<file path="src/rtl/tia_collision_pkg.sv">
// tia_collision_pkg
// Shared definitions for the collision block: object bit positions within
// the obj vector, latch index for each of the 15 object pairs, read
// register addresses, and helpers that map a latch index to its two objects.
// No ports.
package tia_collision_pkg;

  localparam int NUM_OBJ = 6;

  typedef logic [NUM_OBJ-1:0] obj_vec_t;

  // Object bit positions in obj: {pf,bl,m1,m0,p1,p0}
  localparam int OBJ_P0 = 0;
  localparam int OBJ_P1 = 1;
  localparam int OBJ_M0 = 2;
  localparam int OBJ_M1 = 3;
  localparam int OBJ_BL = 4;
  localparam int OBJ_PF = 5;

  // Latch index per object pair
  localparam int CX_P0_P1 = 0;
  localparam int CX_P0_M0 = 1;
  localparam int CX_P0_M1 = 2;
  localparam int CX_P0_BL = 3;
  localparam int CX_P0_PF = 4;
  localparam int CX_P1_M0 = 5;
  localparam int CX_P1_M1 = 6;
  localparam int CX_P1_BL = 7;
  localparam int CX_P1_PF = 8;
  localparam int CX_M0_M1 = 9;
  localparam int CX_M0_BL = 10;
  localparam int CX_M0_PF = 11;
  localparam int CX_M1_BL = 12;
  localparam int CX_M1_PF = 13;
  localparam int CX_BL_PF = 14;

  // Read register addresses
  localparam logic [3:0] CXM0P  = 4'h0;
  localparam logic [3:0] CXM1P  = 4'h1;
  localparam logic [3:0] CXP0FB = 4'h2;
  localparam logic [3:0] CXP1FB = 4'h3;
  localparam logic [3:0] CXM0FB = 4'h4;
  localparam logic [3:0] CXM1FB = 4'h5;
  localparam logic [3:0] CXBLPF = 4'h6;
  localparam logic [3:0] CXPPMM = 4'h7;

  // First object of a pair
  function automatic int cx_obj_a(input int idx);
    case (idx)
      CX_P0_P1, CX_P0_M0, CX_P0_M1, CX_P0_BL, CX_P0_PF: return OBJ_P0;
      CX_P1_M0, CX_P1_M1, CX_P1_BL, CX_P1_PF:           return OBJ_P1;
      CX_M0_M1, CX_M0_BL, CX_M0_PF:                     return OBJ_M0;
      CX_M1_BL, CX_M1_PF:                               return OBJ_M1;
      default:                                          return OBJ_BL;
    endcase
  endfunction

  // Second object of a pair
  function automatic int cx_obj_b(input int idx);
    case (idx)
      CX_P0_P1:                               return OBJ_P1;
      CX_P0_M0, CX_P1_M0:                     return OBJ_M0;
      CX_P0_M1, CX_P1_M1, CX_M0_M1:           return OBJ_M1;
      CX_P0_BL, CX_P1_BL, CX_M0_BL, CX_M1_BL: return OBJ_BL;
      default:                                return OBJ_PF;
    endcase
  endfunction

endpackage

</file>
<file path="src/rtl/tia_collision_cx_bit.sv">
// tia_cx_bit
// One sticky collision latch. Sets when enabled and the pair overlaps,
// stays set until a clear strobe or reset. Clear has priority over set.
// Ports:
//   clk    colour clock
//   r_n    synchronous active-low reset
//   i_set  pair overlap this cycle
//   i_clr  clear strobe
//   i_en   detection enable (low during blanking)
//   o_q    latch state
module tia_cx_bit (
  input  logic clk,
  input  logic r_n,
  input  logic i_set,
  input  logic i_clr,
  input  logic i_en,
  output logic o_q
);

  logic r_q;

  always_ff @(posedge clk) begin
    if (!r_n) begin
      r_q <= 1'b0;
    end else if (i_clr) begin
      r_q <= 1'b0;
    end else if (i_en && i_set) begin
      r_q <= 1'b1;
    end
  end

  assign o_q = r_q;

endmodule

</file>
<file path="src/rtl/tia_collision.sv">
// tia_collision
// Fifteen sticky pairwise collision latches between the six video objects,
// plus the registered CPU read port returning {D7,D6} per register.
// Ports:
//   clk    colour clock
//   r_n    synchronous active-low reset
//   obj    object pixel bits {pf,bl,m1,m0,p1,p0}
//   blank  horizontal/vertical blank, suppresses detection
//   cxclr  clear-all strobe
//   rd     CPU read strobe
//   addr   read address (0x0-0x7 valid, addr[3]=1 reads 00)
//   d      registered read data {D7,D6}
module tia_collision
  import tia_collision_pkg::*;
#(
  parameter int NUM_CX = 15
) (
  input  logic       clk,
  input  logic       r_n,
  input  logic [5:0] obj,
  input  logic       blank,
  input  logic       cxclr,
  input  logic       rd,
  input  logic [3:0] addr,
  output logic [1:0] d
);

  logic [NUM_CX-1:0] w_set;
  logic [NUM_CX-1:0] w_cx;
  logic              w_en;
  logic [1:0]        w_rdata;
  logic [1:0]        r_d;

  assign w_en = ~blank;

  for (genvar g = 0; g < NUM_CX; g++) begin : g_cx
    localparam int A = cx_obj_a(g);
    localparam int B = cx_obj_b(g);

    assign w_set[g] = obj[A] & obj[B];

    tia_cx_bit u_bit (
      .clk   (clk),
      .r_n   (r_n),
      .i_set (w_set[g]),
      .i_clr (cxclr),
      .i_en  (w_en),
      .o_q   (w_cx[g])
    );
  end

  // Read mux works on pre-edge latch state, so a coincident clear or new
  // collision is not reflected in this read.
  always_comb begin
    w_rdata = 2'b00;
    case (addr)
      CXM0P:  w_rdata = {w_cx[CX_P1_M0], w_cx[CX_P0_M0]};
      CXM1P:  w_rdata = {w_cx[CX_P0_M1], w_cx[CX_P1_M1]};
      CXP0FB: w_rdata = {w_cx[CX_P0_PF], w_cx[CX_P0_BL]};
      CXP1FB: w_rdata = {w_cx[CX_P1_PF], w_cx[CX_P1_BL]};
      CXM0FB: w_rdata = {w_cx[CX_M0_PF], w_cx[CX_M0_BL]};
      CXM1FB: w_rdata = {w_cx[CX_M1_PF], w_cx[CX_M1_BL]};
      CXBLPF: w_rdata = {w_cx[CX_BL_PF], 1'b0};
      CXPPMM: w_rdata = {w_cx[CX_P0_P1], w_cx[CX_M0_M1]};
      default: w_rdata = 2'b00;
    endcase
  end

  always_ff @(posedge clk) begin
    if (!r_n) begin
      r_d <= 2'b00;
    end else if (rd) begin
      r_d <= w_rdata;
    end
  end

  assign d = r_d;

endmodule
</file>
<file path="config.mk">
export PLATFORM = sky130hd
export DESIGN_NAME = tia_collision
export DESIGN_NICKNAME = d
export VERILOG_FILES = /design/src/rtl/tia_collision_pkg.sv /design/src/rtl/tia_collision_cx_bit.sv /design/src/rtl/tia_collision.sv
export SDC_FILE = /design/constraint.sdc
export NUM_CORES = 1
export LEC_CHECK = 0
export ABC_AREA = 1
export CORE_ASPECT_RATIO = 0.8
export CORE_UTILIZATION = 25
export CTS_CLUSTER_SIZE = 10
export DETAILED_ROUTE_END_ITERATION = 12
export PLACE_DENSITY = 0.52
export RECOVER_POWER = 50
export SLEW_MARGIN = 20
export SYNTH_ARGS = -nofsm -noshare
export SYNTH_HDL_FRONTEND = slang
export SYNTH_HIERARCHICAL = 1
export SYNTH_SLANG_ARGS = --single-unit
</file>
<file path="constraint.sdc">
create_clock -name clk -period 1.3 [get_ports clk]
set_clock_uncertainty 0.2 [all_clocks]
set_input_delay 0.26 -clock clk [delete_from_list [all_inputs] [get_ports clk]]
set_output_delay 0.26 -clock clk [all_outputs]
set_load 0.05 [all_outputs]
</file>
==> results.txt, run 1 <==
----------------------------------------------------
[Worst setup path]
  Startpoint type of the worst setup path ... flip-flop
  Cell-by-cell trace of the critical path ... buf_12
  Launching point of the worst reg2reg path ... g_cx[1].u_bit/o_q
  Highest fanout seen on the critical path ... 2
  Cell type of the slowest stage on the worst timing path ... sky130_fd_sc_hd__dfxtp_1
  Worst Path Required ... 0.84 ns
  Source of the critical timing path ... d[0]
  Maximum cell stage delay along the critical path ... 0.38 ns
  Critical path data arrival time ... 0.78 ns
  Type of destination of the critical path ... output pin
  Buf/Inv on CP ... 1
  CP top delay family ... flip-flops
  Category of the most critical setup path ... reg -> out

[Logic synthesis]
  Most used standard cell by instance count after synthesis ... sky130_fd_sc_hd__nand2_1
  Most instantiated flip-flop cell in the synthesis netlist ... sky130_fd_sc_hd__dfxtp_1
  Count of yosys warnings during synthesis ... 6
  Cell types with the largest area share after synthesis ... sky130_fd_sc_hd__dfxtp_1 (33%), sky130_fd_sc_hd__nand2_1 (22%), sky130_fd_sc_hd__inv_1 (18%)
  Share of flip-flops with an asynchronous set or reset ... 0%
  Number of cells produced by synthesis ... 171
  Number of distinct library cells after synthesis ... 9
  Share of the synthesized area in the top cell type ... 32.69%
  Sequential fraction of the synthesis area ... 32.69%
  Most frequent cells after synthesis ... sky130_fd_sc_hd__nand2_1 (60), sky130_fd_sc_hd__inv_1 (49), sky130_fd_sc_hd__a21oi_2 (17), sky130_fd_sc_hd__dfxtp_1 (17), sky130_fd_sc_hd__nand3_1 (14)
  Cell taking the most area after synthesis ... sky130_fd_sc_hd__dfxtp_1
  Post-Syn Area ... 1041 sq um
  Post-synthesis net count ... 186
  Mean instance size in the synthesized netlist ... 6.088 sq um
  Post-synthesis register bit count ... 17
  EDFF count, synth ... 0

[Cells and area]
  Fraction of layout instances using a drive strength above 1 ... 17.53%
  Number of fillers in the final layout ... 450
  Final instance count without filler cells ... 249
  Total number of nets in the final design ... 210
  Summed area of non-filler cells in the final layout ... 1368 sq um
  Area growth from synthesis to layout ... 31.37%
  Number of diodes added for antenna fixing ... 0
  Share of the core filled with cells in the final layout ... a little over a third

[Clock network]
  Number of clock sinks ... 17
  TritonCTS clock tree ... built
  Post-CTS Setup Bufs ... 0
  Max clock buf depth ... 2
  Latest clock arrival within the worst-skew pair ... approximately 0.25 ns
  TritonCTS Buffers ... 3
  Root buffer selected by CTS ... sky130_fd_sc_hd__clkbuf_8
  Post-cts hold buffer count ... 0
  Clock-pin transition on the worst setup and hold timing paths ... roughly 0.07 ns
  Maximum level of the CTS H-tree ... 1

[Route]
  Routed WL per cell ... 9.739 microns
  Vias ... 963
  Post-route ant nets ... 0
  Mean number of vias per cell ... 3.867
  Number of design-rule violations left by the first detailed-router iteration ... 51
  First-pass iteration count of the detailed router ... 5
  Drt drc ... 0
  Wirelength, routed ... ~2400 microns

[Place]
  Cells after DPL ... 244
  PortBufs ... 16
  Area after DPL ... 1330 sq um
  Placer Congestion ... 0.7435
  Hpwl dp ... approximately 1700 microns
  Placement-stage worst setup slack ... -0.4016 ns

[Timing]
  Worst setup margin ... 0.06042 ns
  RSZ-0062 raised after global routing ... no
  Smallest hold slack ... ~0.26 ns
  Final Hold Fails ... 0
  Time the final worst path needs with I/O delays and setup ... 1.240 ns
  Slew HR ... between 80% and 90%
  Fin. max-slew vios ... 0
  Setup TNS after final layout ... 0 ns
  Actual slew at the worst max-slew pin ... about 0.23 ns
  Final critical-path share of the clock period ... between 90% and 100%
  Achievable clock frequency ... between 800 and 900 MHz
  Finish-stage setup viols ... 0

[Power]
  Overall power of the completed layout ... 1.143 mW
  Worst-case vdd ir drop ... 0.0004715 V
  Leakage ... just under 0.7 nW
  PD cells ... 835.5 nW/um^2

[GRT]
  Number of antenna violations at the first check in global routing ... 0
  First-pass GRT wire length ... 4243 microns
  Vias in the first global route ... 925
  All-layer global routing usage ... 12.95%
  Total grt overflow ... 0
  Largest net degree at the start of global routing ... 17

[Flow run]
  # Max-Cap Violations ... 0

[Floorplan]
  Placement Rows ... 20
  Overall die height ... 59.72 microns
  Horiz. Die Dim ... 74.15 microns
  Area enclosed by the die boundary ... 4428 sq um
  I/O pin count ... 17
  Initial cell density of the core ... 26.67%
  Placeable Area ... approximately 4000 sq um

[Worst hold path]
  Launch point of the worst hold path ... g_cx[14].u_bit/o_q
  Hold Path Class ... reg -> reg

[Outcome]
  Run status ... complete, no violations

----------------------------------------------------
## final timing paths
kind | slack [ns] | end | cells past startpoint
min | 0.26 | g_cx[14].u_bit/o_q | 2
min reg2reg | 0.26 | g_cx[14].u_bit/o_q | 2
max reg2reg | 0.23 | d[0] | 6
max | 0.06 | d[0] | 1
## area by class of cell
class | count | area, sq um | area share, %
Multi-Input combinational cell | 101 | 496.7 | 36.32
Timing Repair inverter | 1 | 7.507 | 0.5489
Timing Repair Buffer | 18 | 205.2 | 15.00
Clock buffer | 3 | 41.29 | 3.019
Clock inverter | 1 | 5.005 | 0.3660
Sequential cell | 17 | 340.3 | 24.89
Tap cell | 55 | 68.82 | 5.032
Inverter | 53 | 202.7 | 14.82
## routing by layer
| metal | routed length (microns) | global-route usage (%) | up-vias |
|---|---|---|---|
| met4 | 10 | 2.473 | 0 |
| met3 | 158 | 4.047 | 2 |
| li1 | - | - | 537 |
| met5 | 0 | 0 | - |
| met2 | 834 | 18.31 | 24 |
| met1 | 1422 | 19.14 | 400 |
## registers in the layout, indices dropped and copies added (netlist names)
signal,cells
g_cx.u_bit/o_q,15
d,2
## cells by family (layout without fill, tap and decap cells)
group                  Yosys count  in the layout  share of synthesized area (%)
and+or+nand+nor                 84             84                          33.89
buffers and inverters           53             76                          19.11
AOI/OAI and AO/OA               17             17                          14.30
DFF                             17             17                          32.69
## report_power, final
| part | leakage [nW] | internal (mW) | switching, mW | total, mW |
|---|---|---|---|---|
| Clock | 0.0255 | 0.213 | 0.199 | 0.412 |
| Sequential | 0.138 | 0.532 | 0.00723 | 0.539 |
| Combinational | 0.527 | 0.0771 | 0.114 | 0.191 |
| Total | 0.690 | 0.822 | 0.321 | 1.14 |
## repair_timing
action,CTS,global route
pin swaps,2,1
gates cloned,0,1
endpoints found under the setup margin,2,16
gates resized for setup,5,3
## layout by cell type, fill, tap and decap left out, drive strengths merged
cell type,Yosys,final
nand2,60,60
inv,53,52
dfxtp,17,17
a21oi,17,17
nand3,14,14
nor2,10,10
clkdlybuf4s50,0,7
dlygate4sd2,0,4
clkbuf,0,4
buf,0,3
clkinvlp,0,2
dlygate4sd3,0,2
clkinv,0,1
dlymetal6s2s,0,1
(Power assumes the default switching activity.)
==> run 2: changes to the inputs <==
--- a/config.mk
+++ b/config.mk
@@ -5,12 +5,11 @@
 export SDC_FILE = /design/constraint.sdc
 export NUM_CORES = 1
 export LEC_CHECK = 0
-export ABC_AREA = 1
 export CORE_ASPECT_RATIO = 0.8
 export CORE_UTILIZATION = 25
 export CTS_CLUSTER_SIZE = 10
 export DETAILED_ROUTE_END_ITERATION = 12
-export PLACE_DENSITY = 0.52
+export PLACE_DENSITY = 0.53
 export RECOVER_POWER = 50
 export SLEW_MARGIN = 20
 export SYNTH_ARGS = -nofsm -noshare
==> run 2 against run 1 <==
Compared with the run above: the run now ends with negative setup slack left; combinational power is 3% higher; final area shrank 5.0%; sequential share of layout area up 1.4 points; maximum frequency down 9.5%; synthesized cell count decreased by 46%; clock power is 2% lower; area after synthesis decreased by 13%; first-iteration DRC count down 53%; wire length fell by 8.5%; global-route usage is 1.2 points lower; die area shrank 12%; setup slack lost 0.13 ns; critical endpoint is now d[1]; highest routed layer unchanged.
==> results.txt, run 2 <==
----------------------------------------------------
[Outcome]
  Run status ... finished, violations left
  Violated checks ... negative setup slack

[Worst setup path]
  Cell-by-cell trace of the critical path ... or3b_1 > a211oi_2 > a2111oi_2 > o21ai_1
  Critical path data arrival time ... 1.36 ns (+0.58 ns)
  Startpoint type of the worst setup path ... flip-flop
  Count of cells along the worst register-to-register path ... 4 (-2)
  Category of the most critical setup path ... reg -> reg
  Highest fanout seen on the critical path ... 2 (unchanged)
  Termination of the worst setup path ... d[1]
  Launching point of the worst reg2reg path ... g_cx[5].u_bit/o_q
  Reg-to-Reg End ... d[1]
  Type of destination of the critical path ... flip-flop
  Register-to-Register Setup Slack ... -0.07 ns (-0.30 ns)
  Source of the critical timing path ... g_cx[5].u_bit/o_q
  Maximum cell stage delay along the critical path ... 0.36 ns (-0.02 ns)
  Cell type of the slowest stage on the worst timing path ... sky130_fd_sc_hd__or3b_1
  Worst Path Required ... 1.29 ns (+0.45 ns)

[Logic synthesis]
  Most instantiated flip-flop cell in the synthesis netlist ... sky130_fd_sc_hd__dfxtp_1
  Cell types with the largest area share after synthesis ... sky130_fd_sc_hd__dfxtp_1 (37%), sky130_fd_sc_hd__nor3b_2 (21%), sky130_fd_sc_hd__and2_1 (10%)
  Post-Syn Area ... 909.6 sq um (-13%)
  Portion of netlist area occupied by mux cells ... 3.439% (+3.4 points)
  Synthesized-area fraction occupied by xor and xnor cells ... 0% (unchanged)
  Number of distinct library cells after synthesis ... 25 (+16)
  Post-synthesis net count ... 108 (-42%)
  Sequential fraction of the synthesis area ... 37.41% (+4.7 points)
  Cell taking the most area after synthesis ... sky130_fd_sc_hd__dfxtp_1
  Post-synthesis register bit count ... 17 (unchanged)
  Mean instance size in the synthesized netlist ... 9.781 sq um (+61%)
  Count of yosys warnings during synthesis ... 6 (unchanged)
  Combinational family with the most area after synthesis ... simple AND/OR/NAND/NOR gates
  EDFF count, synth ... 0 (unchanged)
  Share of flip-flops with an asynchronous set or reset ... 0% (unchanged)
  Synth Area in Simple Gates ... 43.05% (+9.2 points)
  Most frequent cells after synthesis ... sky130_fd_sc_hd__dfxtp_1 (17), sky130_fd_sc_hd__a21oi_1 (16), sky130_fd_sc_hd__and2_1 (15), sky130_fd_sc_hd__nor3b_2 (15), sky130_fd_sc_hd__nand3b_1 (4)
  Most used standard cell by instance count after synthesis ... sky130_fd_sc_hd__dfxtp_1
  Share of the synthesized area in the top cell type ... 37.41% (+4.7 points)
  Area share of fa/ha/maj cells after synthesis ... 0% (unchanged)
  Compound-gate portion of the synthesized area ... 14.44% (+0.14 points)
  Number of cells produced by synthesis ... 93 (-46%)

[Timing]
  Final critical-path share of the clock period ... 105.3% (+10 points)
  Actual slew at the worst max-slew pin ... 0.2860 ns (+0.05713 ns)
  Fin. max-slew vios ... 0 (unchanged)
  Achievable clock frequency ... 730.4 MHz (-9.5%)
  RSZ-0062 raised after global routing ... yes
  Final Hold Fails ... 0 (unchanged)
  Slew HR ... 80.93% (-3.8 points)
  Time the final worst path needs with I/O delays and setup ... 1.369 ns (+0.1295 ns)
  Worst setup margin ... -0.06908 ns (-0.1295 ns)
  Finish-stage setup viols ... 1 (+1)

[Worst hold path]
  Hold Path Class ... reg -> reg
  Hold path depth ... 2 (unchanged)

[GRT]
  Number of antenna violations at the first check in global routing ... 0 (unchanged)
  Vias in the first global route ... 766 (-17%)
  Largest net degree at the start of global routing ... 16 (-1)
  First-pass GRT wire length ... 3574 microns (-16%)
  Total grt overflow ... 0 (unchanged)
  All-layer global routing usage ... 11.71% (-1.2 points)

[Floorplan]
  I/O pin count ... 17 (unchanged)
  Overall die height ... 55.95 microns (-6.3%)
  Placeable Area ... 3447 sq um (-12%)
  Horiz. Die Dim ... 69.44 microns (-6.3%)
  Placement Rows ... 19 (-5.0%)
  Area enclosed by the die boundary ... 3885 sq um (-12%)
  Initial cell density of the core ... 26.39% (-0.28 points)

[Clock network]
  Latest clock arrival within the worst-skew pair ... 0.25 ns (about the same)
  Post-cts hold buffer count ... 0 (unchanged)
  Clock-pin transition on the worst setup and hold timing paths ... 0.07 ns (about the same)
  Max clock buf depth ... 2 (unchanged)
  Root buffer selected by CTS ... sky130_fd_sc_hd__clkbuf_8
  Maximum level of the CTS H-tree ... 1 (unchanged)
  Number of clock sinks ... 17 (unchanged)
  TritonCTS Buffers ... 3 (unchanged)
  TritonCTS clock tree ... built

[Cells and area]
  Fraction of layout instances using a drive strength above 1 ... 30.33% (+13 points)
  Highest-count cells in the layout ignoring fill and taps ... sky130_fd_sc_hd__a21oi_1 (16), sky130_fd_sc_hd__dfxtp_1 (16), sky130_fd_sc_hd__and2_1 (15), sky130_fd_sc_hd__nor3b_2 (15), sky130_fd_sc_hd__clkdlybuf4s50_1 (9)
  Flip-flop count of the largest register after layout ... 15 (unchanged)
  Number of fillers in the final layout ... 337 (-25%)
  Number of diodes added for antenna fixing ... 0 (unchanged)
  Summed area of non-filler cells in the final layout ... 1299 sq um (-5.0%)
  Area growth from synthesis to layout ... 42.78%
  Combined flip-flop and latch cell area ... 341.6 sq um (+0.37%)
  Area occupied by multi-input gates ... 568.0 sq um (+14%)
  Total number of nets in the final design ... 138 (-34%)

[Route]
  First-pass iteration count of the detailed router ... 4 (-1)
  Mean number of vias per cell ... 4.817 (+25%)
  Wirelength, routed ... 2220 microns (-8.5%)
  Post-route ant nets ... 0 (unchanged)
  Number of design-rule violations left by the first detailed-router iteration ... 24 (-53%)
  Vias ... 790 (-18%)
  Drt drc ... 0 (unchanged)
  Routed WL per cell ... 13.54 microns (+39%)

[Power]
  Worst-case vdd ir drop ... 0.0002759 V (-41%)
  PD cells ... 876.9 nW/um^2 (+5.0%)
  Overall power of the completed layout ... 1.139 mW (-0.32%)
  Leakage ... 0.4558 nW (-34%)

[Flow run]
  # Max-Cap Violations ... 0 (unchanged)

[Place]
  Area after DPL ... 1222 sq um (-8.1%)
  PortBufs ... 16 (unchanged)
  Hpwl dp ... 1572 microns (-10%)
  Placer Congestion ... 0.8781 (+18%)

----------------------------------------------------
run 2: metrics by stage:
stage                     instances  hold slack [ns]  utilization [%]  setup TNS (ns)  setup WS [ns]
after detailed placement        156           0.3097            35.46          -3.936        -0.6903
after floorplan                  93           0.1295                -               0       0.004483
after global placement          156           0.3118            35.46          -3.842        -0.6438
after global routing            164           0.3661            37.68         -0.2010        -0.1228
after CTS                       162           0.3222            37.28         -0.1123        -0.1123
final                           164           0.3162            37.68        -0.06908       -0.06908
run 2: worst min path at each step:
stage,startpoint,end,slack [ns]
2_1_floorplan,cxclr,g_cx[0].u_bit/o_q,0.13
4_1_cts,d[0],d[0],0.32
3_3_place_gp,d[1],d[1],0.31
5_1_grt,d[0],d[0],0.37
3_5_place_dp,d[0],d[0],0.31
6_report,d[0],d[0],0.32
run 2: cell families (layout without fill, tap and decap cells):
family / after synthesis / in the layout
buffers and inverters: 3 / 32
muxes: 3 / 3
AOI/OAI and AO/OA: 24 / 24
and+or+nand+nor: 46 / 46
DFF: 17 / 17
run 2: power breakdown:
group	leakage (nW)	switching (mW)	total, mW	internal, mW
Combinational	0.295	0.0869	0.196	0.109
Clock	0.0228	0.187	0.405	0.218
Sequential	0.138	0.00646	0.538	0.532
Total	0.456	0.281	1.14	0.858
run 2: area by class of cell:
class | count | area share, %
clock buffers | 4 | 3.468
well taps | 42 | 4.046
multi-input cells | 73 | 43.74
flip-flops and latches | 17 | 26.30
inverters | 1 | 0.2890
repair buffers | 27 | 22.16
run 2: layer usage:
| layer | routed length [microns] | share of wire, % | global-route usage (%) |
|---|---|---|---|
| met5 | 0 | 0 | 0 |
| met4 | 6 | 0.27 | 3.499 |
| met3 | 86 | 3.9 | 3.080 |
| met2 | 1065 | 48 | 19.42 |
| met1 | 1061 | 48 | 14.94 |
run 2: what timing repair did:
item / 4_1_cts / 5_1_grt
cloned: 0 / 1
setup buffers: 2 / 1
pin swaps: 4 / 4
resized for setup: 12 / 5
endpoints found under the setup margin: 2 / 3
run 2: worst max-delay path, delay by kind of cell (launching register included):
kind	cells	cell delay (ns)
compound gates	3	0.42
simple gates	1	0.36
flops	1	0.33
